==> src/rtl/traffic_pkg.sv <==
// Shared constants and types for the traffic light monitor: light bus
// encodings, the 3-bit tracked phase enumeration, FSM states and default
// dwell lengths.
package traffic_pkg;

    localparam logic [2:0] LIGHT_GREEN  = 3'b001;
    localparam logic [2:0] LIGHT_YELLOW = 3'b010;
    localparam logic [2:0] LIGHT_RED    = 3'b100;

    localparam int DEFAULT_GREEN_DWELL  = 8;
    localparam int DEFAULT_YELLOW_DWELL = 4;

    localparam logic [3:0] DWELL_MAX = 4'd15;

    typedef enum logic [2:0] {
        PH_N_GREEN  = 3'd0,
        PH_N_YELLOW = 3'd1,
        PH_S_GREEN  = 3'd2,
        PH_S_YELLOW = 3'd3,
        PH_E_GREEN  = 3'd4,
        PH_E_YELLOW = 3'd5,
        PH_W_GREEN  = 3'd6,
        PH_W_YELLOW = 3'd7
    } phase_e;

    typedef enum logic {
        ST_SYNC  = 1'b0,
        ST_TRACK = 1'b1
    } mon_state_e;

    // Successor in the fixed rotation; W-yellow wraps to N-green.
    function automatic phase_e next_phase(input phase_e p);
        return phase_e'(p + 3'd1);
    endfunction

endpackage

==> src/rtl/light_decode.sv <==
// Decodes one 3-bit light bus into its colour flags. valid is set only for
// the three one-hot colour codes; every other pattern is an encoding error.
module light_decode
    import traffic_pkg::*;
(
    input  logic [2:0] lights,
    output logic       valid,
    output logic       is_red,
    output logic       is_yellow,
    output logic       is_green
);

    assign is_green  = (lights == LIGHT_GREEN);
    assign is_yellow = (lights == LIGHT_YELLOW);
    assign is_red    = (lights == LIGHT_RED);
    assign valid     = is_green | is_yellow | is_red;

endmodule

==> src/rtl/traffic_monitor.sv <==
// Traffic light sequence monitor. Watches the four approach light buses,
// tracks the current phase and its dwell, and pulses a fault flag when the
// lights are mis-encoded, conflicting, out of sequence or mistimed.
// Optional feature macro: TRAFFIC_MON_TIMING_CHECK_EN enables dwell timing
// faults; without it fault_timing stays 0 while dwell_count still counts.
//
// state | meaning
// SYNC  | acquiring: phase loaded, waiting for first legal phase change
// TRACK | locked: every phase change and dwell length is checked
module traffic_monitor
    import traffic_pkg::*;
#(
    parameter int GREEN_DWELL  = DEFAULT_GREEN_DWELL,
    parameter int YELLOW_DWELL = DEFAULT_YELLOW_DWELL
) (
    input  logic       clk,
    input  logic       rst_a,
    input  logic       enable_L,
    input  logic [2:0] Main_North_Lights,
    input  logic [2:0] Main_South_Lights,
    input  logic [2:0] Local_East_Lights,
    input  logic [2:0] Local_West_Lights,
    output logic [2:0] phase,
    output logic       locked,
    output logic [3:0] dwell_count,
    output logic       fault_encoding,
    output logic       fault_conflict,
    output logic       fault_sequence,
    output logic       fault_timing,
    output logic       fault_sticky
);

`ifdef TRAFFIC_MON_TIMING_CHECK_EN
    localparam bit TIMING_EN = 1'b1;
`else
    localparam bit TIMING_EN = 1'b0;
`endif

    localparam logic [3:0] GREEN_LIMIT  = 4'(GREEN_DWELL);
    localparam logic [3:0] YELLOW_LIMIT = 4'(YELLOW_DWELL);

    // Even phases are green, odd phases are yellow.
    function automatic logic [3:0] dwell_limit(input phase_e p);
        return p[0] ? YELLOW_LIMIT : GREEN_LIMIT;
    endfunction

    logic [3:0] bus_valid, bus_red, bus_yellow, bus_green;

    light_decode u_dec_north (
        .lights(Main_North_Lights), .valid(bus_valid[0]), .is_red(bus_red[0]),
        .is_yellow(bus_yellow[0]), .is_green(bus_green[0])
    );
    light_decode u_dec_south (
        .lights(Main_South_Lights), .valid(bus_valid[1]), .is_red(bus_red[1]),
        .is_yellow(bus_yellow[1]), .is_green(bus_green[1])
    );
    light_decode u_dec_east (
        .lights(Local_East_Lights), .valid(bus_valid[2]), .is_red(bus_red[2]),
        .is_yellow(bus_yellow[2]), .is_green(bus_green[2])
    );
    light_decode u_dec_west (
        .lights(Local_West_Lights), .valid(bus_valid[3]), .is_red(bus_red[3]),
        .is_yellow(bus_yellow[3]), .is_green(bus_green[3])
    );

    mon_state_e state_q, state_d;
    phase_e     phase_q, phase_d, samp_phase;
    logic [3:0] dwell_q, dwell_d, dwell_start, dwell_inc;
    logic       have_q, have_d;
    logic [2:0] red_cnt;
    logic       enc_ok;
    logic       f_enc_d, f_con_d, f_seq_d, f_tim_d;

    assign enc_ok      = &bus_valid;
    assign dwell_start = {3'b000, enable_L};
    assign dwell_inc   = (dwell_q == DWELL_MAX) ? dwell_q : dwell_q + 4'd1;

    // Count red buses and derive the phase from the one lit bus (bus index, colour).
    always_comb begin
        red_cnt    = '0;
        samp_phase = PH_N_GREEN;
        for (int i = 0; i < 4; i++) begin
            red_cnt = red_cnt + 3'(bus_red[i]);
            if (bus_green[i] || bus_yellow[i])
                samp_phase = phase_e'({2'(i), bus_yellow[i]});
        end
    end

    // Next-state and fault decision; earlier branches take precedence.
    always_comb begin
        state_d = state_q;
        phase_d = phase_q;
        dwell_d = dwell_q;
        have_d  = have_q;
        f_enc_d = 1'b0;
        f_con_d = 1'b0;
        f_seq_d = 1'b0;
        f_tim_d = 1'b0;
        if (!enc_ok) begin
            f_enc_d = 1'b1;
            state_d = ST_SYNC;
        end else if (red_cnt != 3'd3) begin
            f_con_d = 1'b1;
            state_d = ST_SYNC;
        end else if (!have_q) begin
            phase_d = samp_phase;
            dwell_d = dwell_start;
            have_d  = 1'b1;
        end else if (samp_phase == phase_q) begin
            if (enable_L) dwell_d = dwell_inc;
            // Stuck phase: flag on the sample that would overrun the dwell.
            // Dropping to SYNC makes this fire only once per phase.
            if (TIMING_EN && state_q == ST_TRACK && enable_L &&
                dwell_q == dwell_limit(phase_q)) begin
                f_tim_d = 1'b1;
                state_d = ST_SYNC;
            end
        end else begin
            phase_d = samp_phase;
            dwell_d = dwell_start;
            if (samp_phase != next_phase(phase_q)) begin
                f_seq_d = 1'b1;
                state_d = ST_SYNC;
            end else if (TIMING_EN && state_q == ST_TRACK &&
                         dwell_q != dwell_limit(phase_q)) begin
                f_tim_d = 1'b1;
                state_d = ST_SYNC;
            end else begin
                state_d = ST_TRACK;
            end
        end
    end

    // State, tracking and fault output registers with synchronous reset.
    always_ff @(posedge clk) begin
        if (rst_a) begin
            state_q        <= ST_SYNC;
            phase_q        <= PH_N_GREEN;
            dwell_q        <= '0;
            have_q         <= 1'b0;
            locked         <= 1'b0;
            fault_encoding <= 1'b0;
            fault_conflict <= 1'b0;
            fault_sequence <= 1'b0;
            fault_timing   <= 1'b0;
            fault_sticky   <= 1'b0;
        end else begin
            state_q        <= state_d;
            phase_q        <= phase_d;
            dwell_q        <= dwell_d;
            have_q         <= have_d;
            locked         <= (state_d == ST_TRACK);
            fault_encoding <= f_enc_d;
            fault_conflict <= f_con_d;
            fault_sequence <= f_seq_d;
            fault_timing   <= f_tim_d;
            fault_sticky   <= fault_sticky | f_enc_d | f_con_d | f_seq_d | f_tim_d;
        end
    end

    assign phase       = phase_q;
    assign dwell_count = dwell_q;

endmodule

==> config.mk <==
export PLATFORM = sky130hd
export DESIGN_NAME = traffic_monitor
export DESIGN_NICKNAME = d
export VERILOG_FILES = /design/src/rtl/traffic_pkg.sv /design/src/rtl/light_decode.sv /design/src/rtl/traffic_monitor.sv
export SDC_FILE = /design/constraint.sdc
export NUM_CORES = 1
export LEC_CHECK = 0
export BUFFER_PORTS_ARGS = -buffer_cell sky130_fd_sc_hd__buf_4
export CAP_MARGIN = 30
export CELL_PAD_IN_SITES_DETAIL_PLACEMENT = 1
export CELL_PAD_IN_SITES_GLOBAL_PLACEMENT = 1
export CORE_ASPECT_RATIO = 0.7
export CORE_MARGIN = 2
export CORE_UTILIZATION = 38
export CTS_BUF_LIST = sky130_fd_sc_hd__clkbuf_4
export DETAILED_ROUTE_END_ITERATION = 16
export HOLD_SLACK_MARGIN = 0.15
export PLACE_DENSITY = 0.78
export SETUP_SLACK_MARGIN = 0.1
export SLEW_MARGIN = 20
export SYNTH_ARGS = -nofsm -noshare
export SYNTH_HDL_FRONTEND = slang
export SYNTH_SLANG_ARGS = --single-unit
==> constraint.sdc <==
create_clock -name clk -period 4.7 [get_ports clk]
set_clock_uncertainty 0.2 [all_clocks]
set_input_delay 0.94 -clock clk [delete_from_list [all_inputs] [get_ports clk]]
set_output_delay 0.94 -clock clk [all_outputs]
set_load 0.05 [all_outputs]
==> out/qor.log <==
INFO  timing         final_critical_path_setup_slack=934.8ps
INFO  yosys          share_of_the_synthesized_area_in_compound_gates_ao_oa_aoi_oai=21.79%
INFO  outcome        run_status=finished, final reports clean
INFO  yosys          synth_mux_area_share=1.134%
INFO  yosys          post_synth_xor_area_fraction=5.290%
INFO  clock_network  cts.repair.resized=0
INFO  detailed_routing drc_errors=0
INFO  floorplan      rows=15
INFO  place          pre_cts_ws=617.1ps
INFO  yosys          synth_top_family_by_area=simple AND/OR/NAND/NOR gates
INFO  critical_path  required=4730ps
INFO  yosys          synth_area_leaders=sky130_fd_sc_hd__dfxtp_1, sky130_fd_sc_hd__nor3_1, sky130_fd_sc_hd__xnor2_1
INFO  detailed_routing drt-pass1-iter-count=4
INFO  yosys          yosysSeqAreaShare=26.20%
INFO  yosys          synthesis.yosys.warnings=0
INFO  clock_network  clock_insertion_delay_worst_skew=300ps
INFO  timing         period_share=80.11%
INFO  detailed_routing first_iter_violations=58
INFO  yosys          synth_area_leader_cell=sky130_fd_sc_hd__dfxtp_1
INFO  floorplan      ioPinCount=28
INFO  clock_network  cts_setup_buffers=0
INFO  floorplan      die-width=65.11um
INFO  clock_network  cts-hold-fix-buffers=0
INFO  yosys          netlist_top_cells_count=sky130_fd_sc_hd__dfxtp_1, sky130_fd_sc_hd__nor3_1, sky130_fd_sc_hd__nor2_1
INFO  layout         areaGrowthSynthToFinish=24.69%
INFO  timing         rsz0062_at_grt=false
INFO  critical_path  regToRegStartpoint=phase[1]
INFO  detailed_routing avgRoutedWirePerCell=15.52um
INFO  power          cellPowerDensity=207.9nW/um^2
INFO  timing         tightest_slew=695.9ps
INFO  global_route   gr-usage-all-layers=21.09%
INFO  critical_path  timing_startpoint_of_the_critical_path=Local_West_Lights[0]
INFO  layout         drive_gt1_share=28.76%
INFO  yosys          synth-seq-cells=13
INFO  power          netSwitchingFraction=31.07%
INFO  power          share_seq_of_total_power=43.4%
INFO  power          vdd.ir_drop.worst=0.08948mV
INFO  clock_network  cts_inserted_buffers=3
INFO  yosys          synthDominantCellAreaShare=26.20%
INFO  timing         fin_tns_setup=0ps
INFO  detailed_routing drtAntennaViolNets=0
INFO  yosys          synthesis.instances=128
INFO  power          power_report.internal_total=0.1775mW
INFO  timing         hold_violations=0
INFO  yosys          dominantRegCellSynth=sky130_fd_sc_hd__dfxtp_1
INFO  layout         filler_cell_count=335
INFO  detailed_routing avgViaCountPerCell=5.620
INFO  critical_path  start_kind=input port
INFO  critical_path  worstPathMaxFanout=16
INFO  clock_network  cts_tree=yes
INFO  floorplan      area_of_the_core=2477squm
INFO  clock_network  ctsHtreeMaxLevel=1
INFO  floorplan      die-height=46.78um
INFO  place          portBuffers=26
INFO  layout         footprint_of_the_multi_input_gates=691.9squm
INFO  clock_network  cts.clk_slew.worst_paths=90ps
INFO  timing         timing.final.crit_period=3765ps
INFO  clock_network  cts_max_path_buffers=2
INFO  timing         fmax=0.2656GHz
INFO  worst_hold_path hold_start=dwell_count[1]
INFO  timing         maxSlewViolCount=0
INFO  global_route   grt_start_max_net_pins=17
INFO  timing         setup-violations-final=0
INFO  yosys          synthSimpleGateAreaFrac=34.01%
INFO  power          total_power=0.2576mW
INFO  global_route   grt_antenna_before_repair=0
INFO  floorplan      initial_utilization=40.10%
INFO  clock_network  root_buffer=sky130_fd_sc_hd__clkbuf_4
INFO  global_route   grt_first_pass_wirelength=4774um
INFO  yosys          syn_nets=148
INFO  clock_network  tritoncts_num_sinks=13
INFO  yosys          synth_cell_types=41
INFO  layout         antennaDiodeCount=0
INFO  power          combPwrFrac=25.2%
INFO  power          switchingPower=0.08003mW
INFO  power          clkPwrFrac=31.4%
INFO  power          power_leakage=0.4912nW
INFO  yosys          yosys.area_share.adder=7.053%
INFO  layout         fin_nets=174
INFO  yosys          synth-async-reset-ratio=0%
INFO  timing         max-slew-margin-rel=53.25%
INFO  global_route   overflow=0
INFO  critical_path  critical_path.endpoint_type=flop
INFO  layout         area.sequential=260.3squm
INFO  yosys          synth_enable_flop_cells=0
INFO  worst_hold_path hold_class=flop to flop
INFO  run            drv_cap=0
INFO  detailed_routing vias=1051
INFO  critical_path  worst-setup-path-type=input port to flop
INFO  place          routabilityCongestion=0.8465
INFO  global_route   first_global_vias=1051
INFO  yosys          average_cell_area_after_synthesis=7.761squm
INFO  critical_path  critical_path_arrival=3800ps
INFO  detailed_routing detail_route.wirelength=2903um
INFO  place          dp.final_hpwl=2263um
INFO  floorplan      die_area=3046squm
INFO  yosys          synth_area=993.5squm
==> flip-flops by register name (all words and copies together) (netlist names) <==
register	cells
fault_encoding	1
fault_sticky	1
fault_conflict	1
dwell_count	4
fault_sequence	1
have_q	1
state_q	1
phase	3
==> path summary, 6_finish.rpt <==
| check | end | slack, ps | cells past startpoint |
|---|---|---|---|
| worst max-delay path | dwell_count[2] | 930 | 10 |
| worst min register to register | dwell_count[1] | 310 | 2 |
| worst max register to register | dwell_count[2] | 2120 | 6 |
| worst min-delay path | dwell_count[1] | 310 | 2 |
==> cells in the final DEF (no fill, tap or decap), types with 2 or more instances in the layout <==
master / synthesis / routed
sky130_fd_sc_hd__nor2b_1: 2 / 2
sky130_fd_sc_hd__o21ai_0: 9 / 9
sky130_fd_sc_hd__nor2_1: 11 / 11
sky130_fd_sc_hd__dfxtp_1: 13 / 13
sky130_fd_sc_hd__nor3_1: 13 / 13
sky130_fd_sc_hd__or3_1: 2 / 2
sky130_fd_sc_hd__clkbuf_4: 0 / 4
sky130_fd_sc_hd__nand2_1: 6 / 6
sky130_fd_sc_hd__or4_1: 2 / 2
sky130_fd_sc_hd__nand3_1: 5 / 5
sky130_fd_sc_hd__o31ai_1: 2 / 2
sky130_fd_sc_hd__xnor2_1: 6 / 6
sky130_fd_sc_hd__buf_4: 1 / 26
sky130_fd_sc_hd__nor3b_1: 3 / 3
sky130_fd_sc_hd__inv_1: 5 / 5
sky130_fd_sc_hd__nand4_1: 2 / 2
sky130_fd_sc_hd__nor4b_1: 3 / 3
sky130_fd_sc_hd__or2_2: 2 / 2
sky130_fd_sc_hd__ha_1: 4 / 4
sky130_fd_sc_hd__o21a_1: 2 / 2
sky130_fd_sc_hd__a21oi_1: 10 / 10
sky130_fd_sc_hd__a31oi_1: 2 / 2
==> stage by stage <==
step / utilization, % / std cells / cell area [sq um] / hold slack [ps]
floorplan: - / 128 / 993.5 / 259.8
global placement: 48.79 / 183 / 1209 / 286.3
detailed placement: 48.79 / 183 / 1209 / 300.3
CTS: 50.00 / 187 / 1239 / 317.2
global route: 50.00 / 187 / 1239 / 335.2
finish: 50.00 / 187 / 1239 / 310.0
==> logic make-up (layout without fill, tap and decap cells) <==
| family | count (synthesis) | after routing |
|---|---|---|
| buf+inv | 10 | 35 |
| other cells | 1 | 1 |
| simple gates | 59 | 59 |
| compound gates | 33 | 33 |
| flops | 13 | 13 |
| fa+ha+maj | 5 | 5 |
| mux | 1 | 1 |
| xor+xnor | 6 | 6 |
==> power groups by stage <==
| stage | registers [mW] | logic [mW] | clock network [mW] |
|---|---|---|---|
| after global placement | 0.114 | 0.0614 | 0 |
| after CTS | 0.112 | 0.0646 | 0.0815 |
| after global routing | 0.112 | 0.0708 | 0.0874 |
| after detailed placement | 0.114 | 0.0636 | 0 |
| after floorplan | 0.118 | 0.0358 | 0 |
| final | 0.112 | 0.0649 | 0.0809 |
==> cell type report <==
cell class,count,share of cell area (%)
clock buffer,4,2.424
inverter,5,1.515
multi-input combinational,105,55.86
sequential,13,21.01
tap,34,3.434
timing repair buffer,26,15.76
==> worst max-delay path: stages <==
cell                      delay (ps)
sky130_fd_sc_hd__buf_4           140
sky130_fd_sc_hd__or3_1           390
sky130_fd_sc_hd__fa_1            490
sky130_fd_sc_hd__inv_1            40
sky130_fd_sc_hd__ha_1            170
sky130_fd_sc_hd__ha_1            270
sky130_fd_sc_hd__nand2_1          60
sky130_fd_sc_hd__or3_1           560
sky130_fd_sc_hd__or4_1           580
sky130_fd_sc_hd__a21oi_1         150
==> per-layer routing <==
layer | routed length (um) | up-vias | GRT usage [%]
met3 | 112 | 7 | 5.276
met2 | 1349 | 21 | 35.46
met5 | 0 | - | 0
li1 | - | 520 | -
met4 | 57 | 0 | 9.167
met1 | 1384 | 503 | 26.68
No activity file was read; power rests on OpenSTA's default activity.
